==> src/rtl/trim_sweep_ctrl_pkg.sv <==
// trim_pkg: shared trim-code width, nominal BGR code and sequencer state encoding
package trim_pkg;
  localparam int TRIM_W = 12;
  localparam logic [TRIM_W-1:0] NOMINAL_CODE = 12'd1983;
  typedef enum logic [2:0] {
    S_IDLE  = 3'd0,
    S_LOAD  = 3'd1,
    S_REQ   = 3'd2,
    S_SHIFT = 3'd3,
    S_DWELL = 3'd4,
    S_NEXT  = 3'd5
  } state_t;
endpackage

==> src/rtl/trim_sweep_ctrl_sync_edge.sv <==
// sync_edge: 2-flop synchronizer with registered-history rise/fall pulses
module sync_edge (
  input  logic clk,
  input  logic rst_n,
  input  logic d,
  output logic q,
  output logic rise,
  output logic fall
);
  logic s1, s2, s3;
  always_ff @(posedge clk or negedge rst_n)
    if (!rst_n) {s1, s2, s3} <= 3'b000;
    else {s1, s2, s3} <= {d, s1, s2};
  assign q = s2;
  assign rise = s2 & ~s3;
  assign fall = ~s2 & s3;
endmodule

==> src/rtl/trim_sweep_ctrl.sv <==
// trim_sweep_ctrl: sequences manual or swept trim codes into the serial shifter with settle dwell
module trim_sweep_ctrl
  import trim_pkg::*;
#(
  parameter int               WIDTH        = TRIM_W,
  parameter logic [WIDTH-1:0] CODE_MIN     = '0,
  parameter logic [WIDTH-1:0] CODE_MAX     = '1,
  parameter logic [WIDTH-1:0] STEP         = 1,
  parameter logic [31:0]      DWELL_CYCLES = 32'd50000000,
  parameter logic [31:0]      REQ_TIMEOUT  = 32'd1000000
) (
  input  logic             CLOCK_50,
  input  logic             RST_N,
  input  logic             GO,
  input  logic             ABORT,
  input  logic             MODE,
  input  logic [WIDTH-1:0] SW,
  input  logic             BUSY,
  output logic [WIDTH-1:0] TRIM_OUT,
  output logic             START,
  output logic             ACTIVE,
  output logic             DWELLING,
  output logic             DONE,
  output logic             ERR
);
  state_t state;
  logic mode_l;
  logic [31:0] tcnt, dcnt;
  logic [WIDTH:0] sum;
  logic go_p, go_q, go_fall, abort_q, abort_rise, abort_fall, busy_q, busy_rise, busy_fall;
  logic unused_edges;
  sync_edge u_go (.clk(CLOCK_50), .rst_n(RST_N), .d(GO), .q(go_q), .rise(go_p), .fall(go_fall));
  sync_edge u_abort (.clk(CLOCK_50), .rst_n(RST_N), .d(ABORT), .q(abort_q), .rise(abort_rise), .fall(abort_fall));
  sync_edge u_busy (.clk(CLOCK_50), .rst_n(RST_N), .d(BUSY), .q(busy_q), .rise(busy_rise), .fall(busy_fall));
  assign unused_edges = &{1'b0, go_q, go_fall, abort_rise, abort_fall, busy_q};
  // one extra bit so a step past the top of the code range is seen as a carry, never a wrap
  assign sum = {1'b0, TRIM_OUT} + {1'b0, STEP};
  always_ff @(posedge CLOCK_50 or negedge RST_N)
    if (!RST_N) begin
      state <= S_IDLE;
      TRIM_OUT <= '0;
      START <= 1'b0;
      ACTIVE <= 1'b0;
      DWELLING <= 1'b0;
      DONE <= 1'b0;
      ERR <= 1'b0;
      mode_l <= 1'b0;
      tcnt <= '0;
      dcnt <= '0;
    end else begin
      DONE <= 1'b0;
      if (state != S_IDLE && abort_q) begin
        state <= S_IDLE;
        START <= 1'b0;
        ACTIVE <= 1'b0;
        DWELLING <= 1'b0;
      end else
        case (state)
          S_IDLE:
            if (go_p && !abort_q) begin
              ERR <= 1'b0;
              TRIM_OUT <= MODE ? CODE_MIN : SW;
              mode_l <= MODE;
              ACTIVE <= 1'b1;
              state <= S_LOAD;
            end
          S_LOAD: begin
            START <= 1'b1;
            tcnt <= '0;
            state <= S_REQ;
          end
          S_REQ:
            if (busy_rise) begin
              START <= 1'b0;
              state <= S_SHIFT;
            end else if (tcnt == REQ_TIMEOUT - 1) begin
              START <= 1'b0;
              ERR <= 1'b1;
              ACTIVE <= 1'b0;
              state <= S_IDLE;
            end else tcnt <= tcnt + 1;
          S_SHIFT:
            if (busy_fall) begin
              dcnt <= '0;
              DWELLING <= 1'b1;
              state <= S_DWELL;
            end
          S_DWELL:
            if (dcnt == DWELL_CYCLES - 1) begin
              DWELLING <= 1'b0;
              DONE <= !mode_l;
              ACTIVE <= mode_l;
              state <= mode_l ? S_NEXT : S_IDLE;
            end else dcnt <= dcnt + 1;
          S_NEXT:
            if (sum[WIDTH] || sum > {1'b0, CODE_MAX}) begin
              DONE <= 1'b1;
              ACTIVE <= 1'b0;
              state <= S_IDLE;
            end else begin
              TRIM_OUT <= sum[WIDTH-1:0];
              state <= S_LOAD;
            end
          default: begin
            START <= 1'b0;
            ACTIVE <= 1'b0;
            DWELLING <= 1'b0;
            state <= S_IDLE;
          end
        endcase
    end
endmodule

==> config.mk <==
export PLATFORM = sky130hd
export DESIGN_NAME = trim_sweep_ctrl
export DESIGN_NICKNAME = d
export VERILOG_FILES = /design/src/rtl/trim_sweep_ctrl_pkg.sv /design/src/rtl/trim_sweep_ctrl_sync_edge.sv /design/src/rtl/trim_sweep_ctrl.sv
export SDC_FILE = /design/constraint.sdc
export NUM_CORES = 1
export LEC_CHECK = 0
export CAP_MARGIN = 40
export CORE_AREA = 4 4 106 108
export CTS_BUF_LIST = sky130_fd_sc_hd__clkbuf_16
export DETAILED_ROUTE_END_ITERATION = 10
export DIE_AREA = 0 0 110 112
export GPL_ROUTABILITY_DRIVEN = 1
export HOLD_SLACK_MARGIN = 0.05
export PLACE_DENSITY = 0.77
export SLEW_MARGIN = 20
export SYNTH_ARGS = -nofsm -noshare
export SYNTH_HDL_FRONTEND = slang
export SYNTH_HIERARCHICAL = 1
export SYNTH_SLANG_ARGS = --single-unit
==> constraint.sdc <==
create_clock -name CLOCK_50 -period 2.5 [get_ports CLOCK_50]
set_clock_uncertainty 0.15 [all_clocks]
set_input_delay 0.375 -clock CLOCK_50 [delete_from_list [all_inputs] [get_ports CLOCK_50]]
set_output_delay 0.375 -clock CLOCK_50 [all_outputs]
set_load 0.005 [all_outputs]
==> flow_summary.toml, run 1 <==
[route]
drc = 0
dr.pass1.iters = 5
vias = 5285
avgViaCountPerCell = 6.38
drt_iter0_markers = 465
post_drt_wl_per_cell_um = 17.4
highest_layer = "met4"
drt-met1-wl_um = 6350
route.met3.wl_um = 757
antenna_left = 0
routed_wirelength_um = 14400
wl_met2_um = 7170

[critical_path]
slowest_delay_ps = 580
crit_path_end_kind = "register"
worst-setup-path-type = "register to register"
critPathLaunchType = "register"
cp_data_arrival_time_ps = 2520
slowest_stage = "or4b_4"
cp_num_buf_inv = 1
crit_fanout = 29
critical_path.top_delay_family = "simple AND/OR/NAND/NOR gates"
crit_path_cell_trace = "or4b_4 > nor3_1 > o21ai_1 > o21a_1 > buf_12 > or4_1 > a21oi_1"
cp.required_ps = 2610

[logic_synthesis]
synthCells = 628
yosysWarnings = 6
netlist_area_um2 = 5450
syn-num-nets = 650
syn_avg_cell_area_um2 = 8.68

[timing]
post-route-min-period_ps = 2420
hold_violations = 0
tns_ps = 0
drv_slew = 0
fmax_ghz = 0.414
period_share = 0.966
relSlewSlack = 0.618
finalWorstSetupSlack_ps = 83.8
setup_viol = 0
tightest_slew_ps = 567
hold_slack_ps = 202
rsz0062_at_grt = "yes"

[floorplanning]
core_um2 = 10200
ioPinCount = 35
dieWidth_um = 110
die_h_um = 112
initial_utilization = 0.533
row_count = 37
dieArea_um2 = 12300

[global_route]
grt_pass1_vias = 4918
overflow = 0
grt_start_max_net_pins = 52
grt_usage = 0.238
grt_pass1_wl_um = 24000
antenna_found_initial = 0

[clock_network]
cts-root-buf = "clkbuf_16"
ctsHtreeMaxLevel = 3
cts_sinks = 93
clock_latency_ps = 330
path_clk_slew_ps = 70
clock_path_buffers = 2
cts_tree = "built"
cts_buffers = 9

[finish]
stdcell_area_um2 = 6560
antenna_cells = 0
drive_gt1_frac = 0.128
nNetsFinal = 710
area_growth_pct = 20.2

[place]
io_buffers = 34
placed_cell_area_um2 = 6170
dp_hpwl_um = 9810
post-place-ws_ps = 80.1
gp_congestion = 0.935

[power_and_ir_drop]
powerDensity_nw_per_um2 = 678
ir_drop_mv = 0.417
p_total_w = 0.00444
power.leakage_nw = 2.68

[run]
cap_violations = 0

[outcome]
status = "completed"

[min_path]
hold_class = "register to register"
## power breakdown
part	total (W)	switching (W)	leakage, nW	internal [W]
logic	0.00116	0.000583	1.28	0.000580
registers	0.00182	0.000165	1.25	0.00166
clock network	0.00146	0.000584	0.157	0.000873
total	0.00444	0.00133	2.68	0.00311
## worst paths after layout
path,from,to,slack [ps],depth (start not counted)
worst max-delay path,state[0],tcnt[17],80,7
worst min-delay path,u_abort/s1,u_abort/q,200,0
worst max register to register,state[0],tcnt[17],80,7
worst min register to register,u_abort/s1,u_abort/q,200,0
max in group asynchronous,RST_N,tcnt[9],1260,3
min in group asynchronous,RST_N,tcnt[27],330,2
## flip-flops by register name, summed over array words and instances (netlist names), 3 cells and up
name	count
dcnt	32
tcnt	32
TRIM_OUT	12
state	3
## routing by layer
| layer | up-vias | global-route usage |
|---|---|---|
| li1 | 2499 | - |
| met1 | 2585 | 0.336 |
| met2 | 180 | 0.380 |
| met3 | 21 | 0.0423 |
| met4 | 0 | 0.0532 |
| met5 | - | 0 |
## cell usage in the layout (no fill, tap or decap), drive strengths merged, types with 3 or more instances in the layout
master and n:
a21oi 73, a31oi 20, and2 13, and3 14, and4 5, buf 51, clkbuf 9, clkdlybuf4s50 33
clkinv 3, dfrtp 93, ha 4, inv 17, mux2 3, mux2i 5, nand2 39, nand2b 4
nand3 32, nand4 20, nor2 46, nor2b 4, nor3 14, nor4 10, nor4b 5, o21a 3
o21ai 64, o22a 6, o2bb2ai 3, o31ai 26, o41ai 4, or3 19, or4 14, xnor2 4
## timing repair
action	4_1_cts	5_1_grt
endpoints found under the hold margin	22	0
hold buffers	1	0
setup buffers	0	2
endpoints found under the setup margin	0	42
resized for setup	0	8
## stage by stage
| stage | utilization | instances |
|---|---|---|
| after floorplan | - | 628 |
| after global placement | 0.604 | 809 |
| after detailed placement | 0.604 | 809 |
| after CTS | 0.635 | 826 |
| after global routing | 0.641 | 829 |
| final | 0.641 | 829 |
## worst reg2reg max path, cell delays in order (launching register included)
cell and delay (ps):
dfrtp_1 390, or4b_4 580, nor3_1 180, o21ai_1 90
o21a_1 140, buf_12 170, or4_1 480, a21oi_1 170
## area by class of cell
| type | count | area [µm²] |
|---|---|---|
| Clock buffer | 9 | 225 |
| Inverter | 16 | 60.1 |
| Multi-Input combinational cell | 483 | 2920 |
| Clock inverter | 7 | 90.1 |
| Timing Repair Buffer | 85 | 761 |
| Sequential cell | 93 | 2330 |
| Fill cell | 843 | 3670 |
| Tap cell | 136 | 170 |
(Power assumes the default switching activity.)
==> run 2, diff against run 1 <==
--- a/config.mk
+++ b/config.mk
@@ -11,8 +11,11 @@
 export DETAILED_ROUTE_END_ITERATION = 10
 export DIE_AREA = 0 0 110 112
 export GPL_ROUTABILITY_DRIVEN = 1
+export GPL_TIMING_DRIVEN = 0
 export HOLD_SLACK_MARGIN = 0.05
+export MAX_ROUTING_LAYER = met4
 export PLACE_DENSITY = 0.77
+export SETUP_SLACK_MARGIN = 0.1
 export SLEW_MARGIN = 20
 export SYNTH_ARGS = -nofsm -noshare
 export SYNTH_HDL_FRONTEND = slang
==> flow_summary.toml, run 2 (synthesis results as in run 1) <==
[outcome]
status = "finished, violations left"
violations = "setup timing"

[clock_network]
ctsHtreeMaxLevel = 3
cts-root-buf = "clkbuf_16"
cts_buffers = 9
cts_tree = "built"
clock_latency_ps = 340
path_clk_slew_ps = 70
cts_sinks = 93
clock_path_buffers = 2

[floorplanning]
row_count = 37
dieArea_um2 = 12300
dieWidth_um = 110
die_h_um = 112
core_um2 = 10200
initial_utilization = 0.533
ioPinCount = 35

[timing]
setup_viol = 1
finalWorstSetupSlack_ps = -17.0
hold_slack_ps = 201
drv_slew = 0
fmax_ghz = 0.397
post-route-min-period_ps = 2520
tns_ps = -17.0
tightest_slew_ps = 778
relSlewSlack = 0.478
hold_violations = 0
rsz0062_at_grt = "yes"
period_share = 1.01

[route]
vias = 5854
antenna_left = 0
drt_iter0_markers = 910
drc = 0
post_drt_wl_per_cell_um = 21.0
dr.pass1.iters = 10
avgViaCountPerCell = 6.79
routed_wirelength_um = 18100

[critical_path]
worst-setup-path-type = "register to register"
crit_fanout = 5
crit_path_end_kind = "register"
cp.required_ps = 2570
slowest_delay_ps = 470
cp_common_cell = "buf_6"
cp_data_arrival_time_ps = 2590
critPathLaunchType = "register"
crit_path_cell_trace = "buf_6 > nand4_1 > or3_4 > a221oi_2 > a211o_1 > buf_6 > buf_6 > a21oi_1 > o32a_1"
critical_path.top_delay_family = "compound AO/OA/AOI/OAI gates"
slowest_stage = "dfrtp_2"
cp_num_buf_inv = 3

[power_and_ir_drop]
power.leakage_nw = 3.02
ir_drop_mv = 0.445
powerDensity_nw_per_um2 = 628

[finish]
final_cell_mix = "dfrtp_1, a21oi_1, nor2_1"
area_growth_pct = 37.8
antenna_cells = 0
top_regs = "dcnt x32, tcnt x32, TRIM_OUT x12"
nNetsFinal = 743
instances_no_fill = 862
drive_gt1_frac = 0.284
mostFrequentLayoutCell = "dfrtp_1"

[global_route]
grt_pass1_wl_um = 25000
grt_start_max_net_pins = 81
grt_pass1_vias = 5162
antenna_found_initial = 0
grt_usage = 0.259
overflow = 0

[place]
post-place-ws_ps = -308
dp_hpwl_um = 9900
gp_congestion = 0.926
placed_cells = 799
io_buffers = 34

[run]
cap_violations = 0

[min_path]
hold_class = "register to register"
## run 2: power by group
group	internal (W)	switching [W]	leakage (nW)
clock network	0.000880	0.000602	0.158
registers	0.00166	0.000250	1.23
logic	0.000663	0.000664	1.63
## run 2: cell type report
type	count	area [µm²]
repair buffers	82	877
inverters	16	62.6
clock inverters	7	95.1
well taps	136	170
plain buffers	37	289
multi-input cells	482	3460
flip-flops and latches	93	2340
clock buffers	9	225
fillers	671	2720
## run 2: path summary, 6_finish.rpt
check | startpoint | endpoint | slack [ps] | cells after the start
worst min register to register | u_abort/s1 | u_abort/q | 200 | 0
worst max register to register | TRIM_OUT[0] | TRIM_OUT[5] | -20 | 9
min in group asynchronous | RST_N | tcnt[10] | 260 | 2
worst max-delay path | TRIM_OUT[0] | TRIM_OUT[5] | -20 | 9
max in group asynchronous | RST_N | dcnt[7] | 1280 | 3
worst min-delay path | u_abort/s1 | u_abort/q | 200 | 0
## run 2: metrics by stage
| stage | utilization | total power, W | cell area (µm²) |
|---|---|---|---|
| 2_1_floorplan | - | 0.00242 | 5450 |
| 3_3_place_gp | 0.583 | 0.00284 | 5960 |
| 3_5_place_dp | 0.586 | 0.00288 | 5990 |
| 4_1_cts | 0.644 | 0.00442 | 6590 |
| 5_1_grt | 0.735 | 0.00493 | 7520 |
| 6_report | 0.735 | 0.00472 | 7520 |
## run 2: what timing repair did
action	CTS	global route
endpoints found under the hold margin	93	0
gates resized for setup	43	184
pin swaps	8	68
setup endpoints to repair	80	77
gates cloned	0	8
hold buffers	1	0
buffers inserted	12	27
## run 2: routing by layer
metal	GRT usage	part of all wire
met3	0.0412	0.079
met4	0.0815	0.034
met1	0.332	0.38
met2	0.418	0.51
met5	-	0
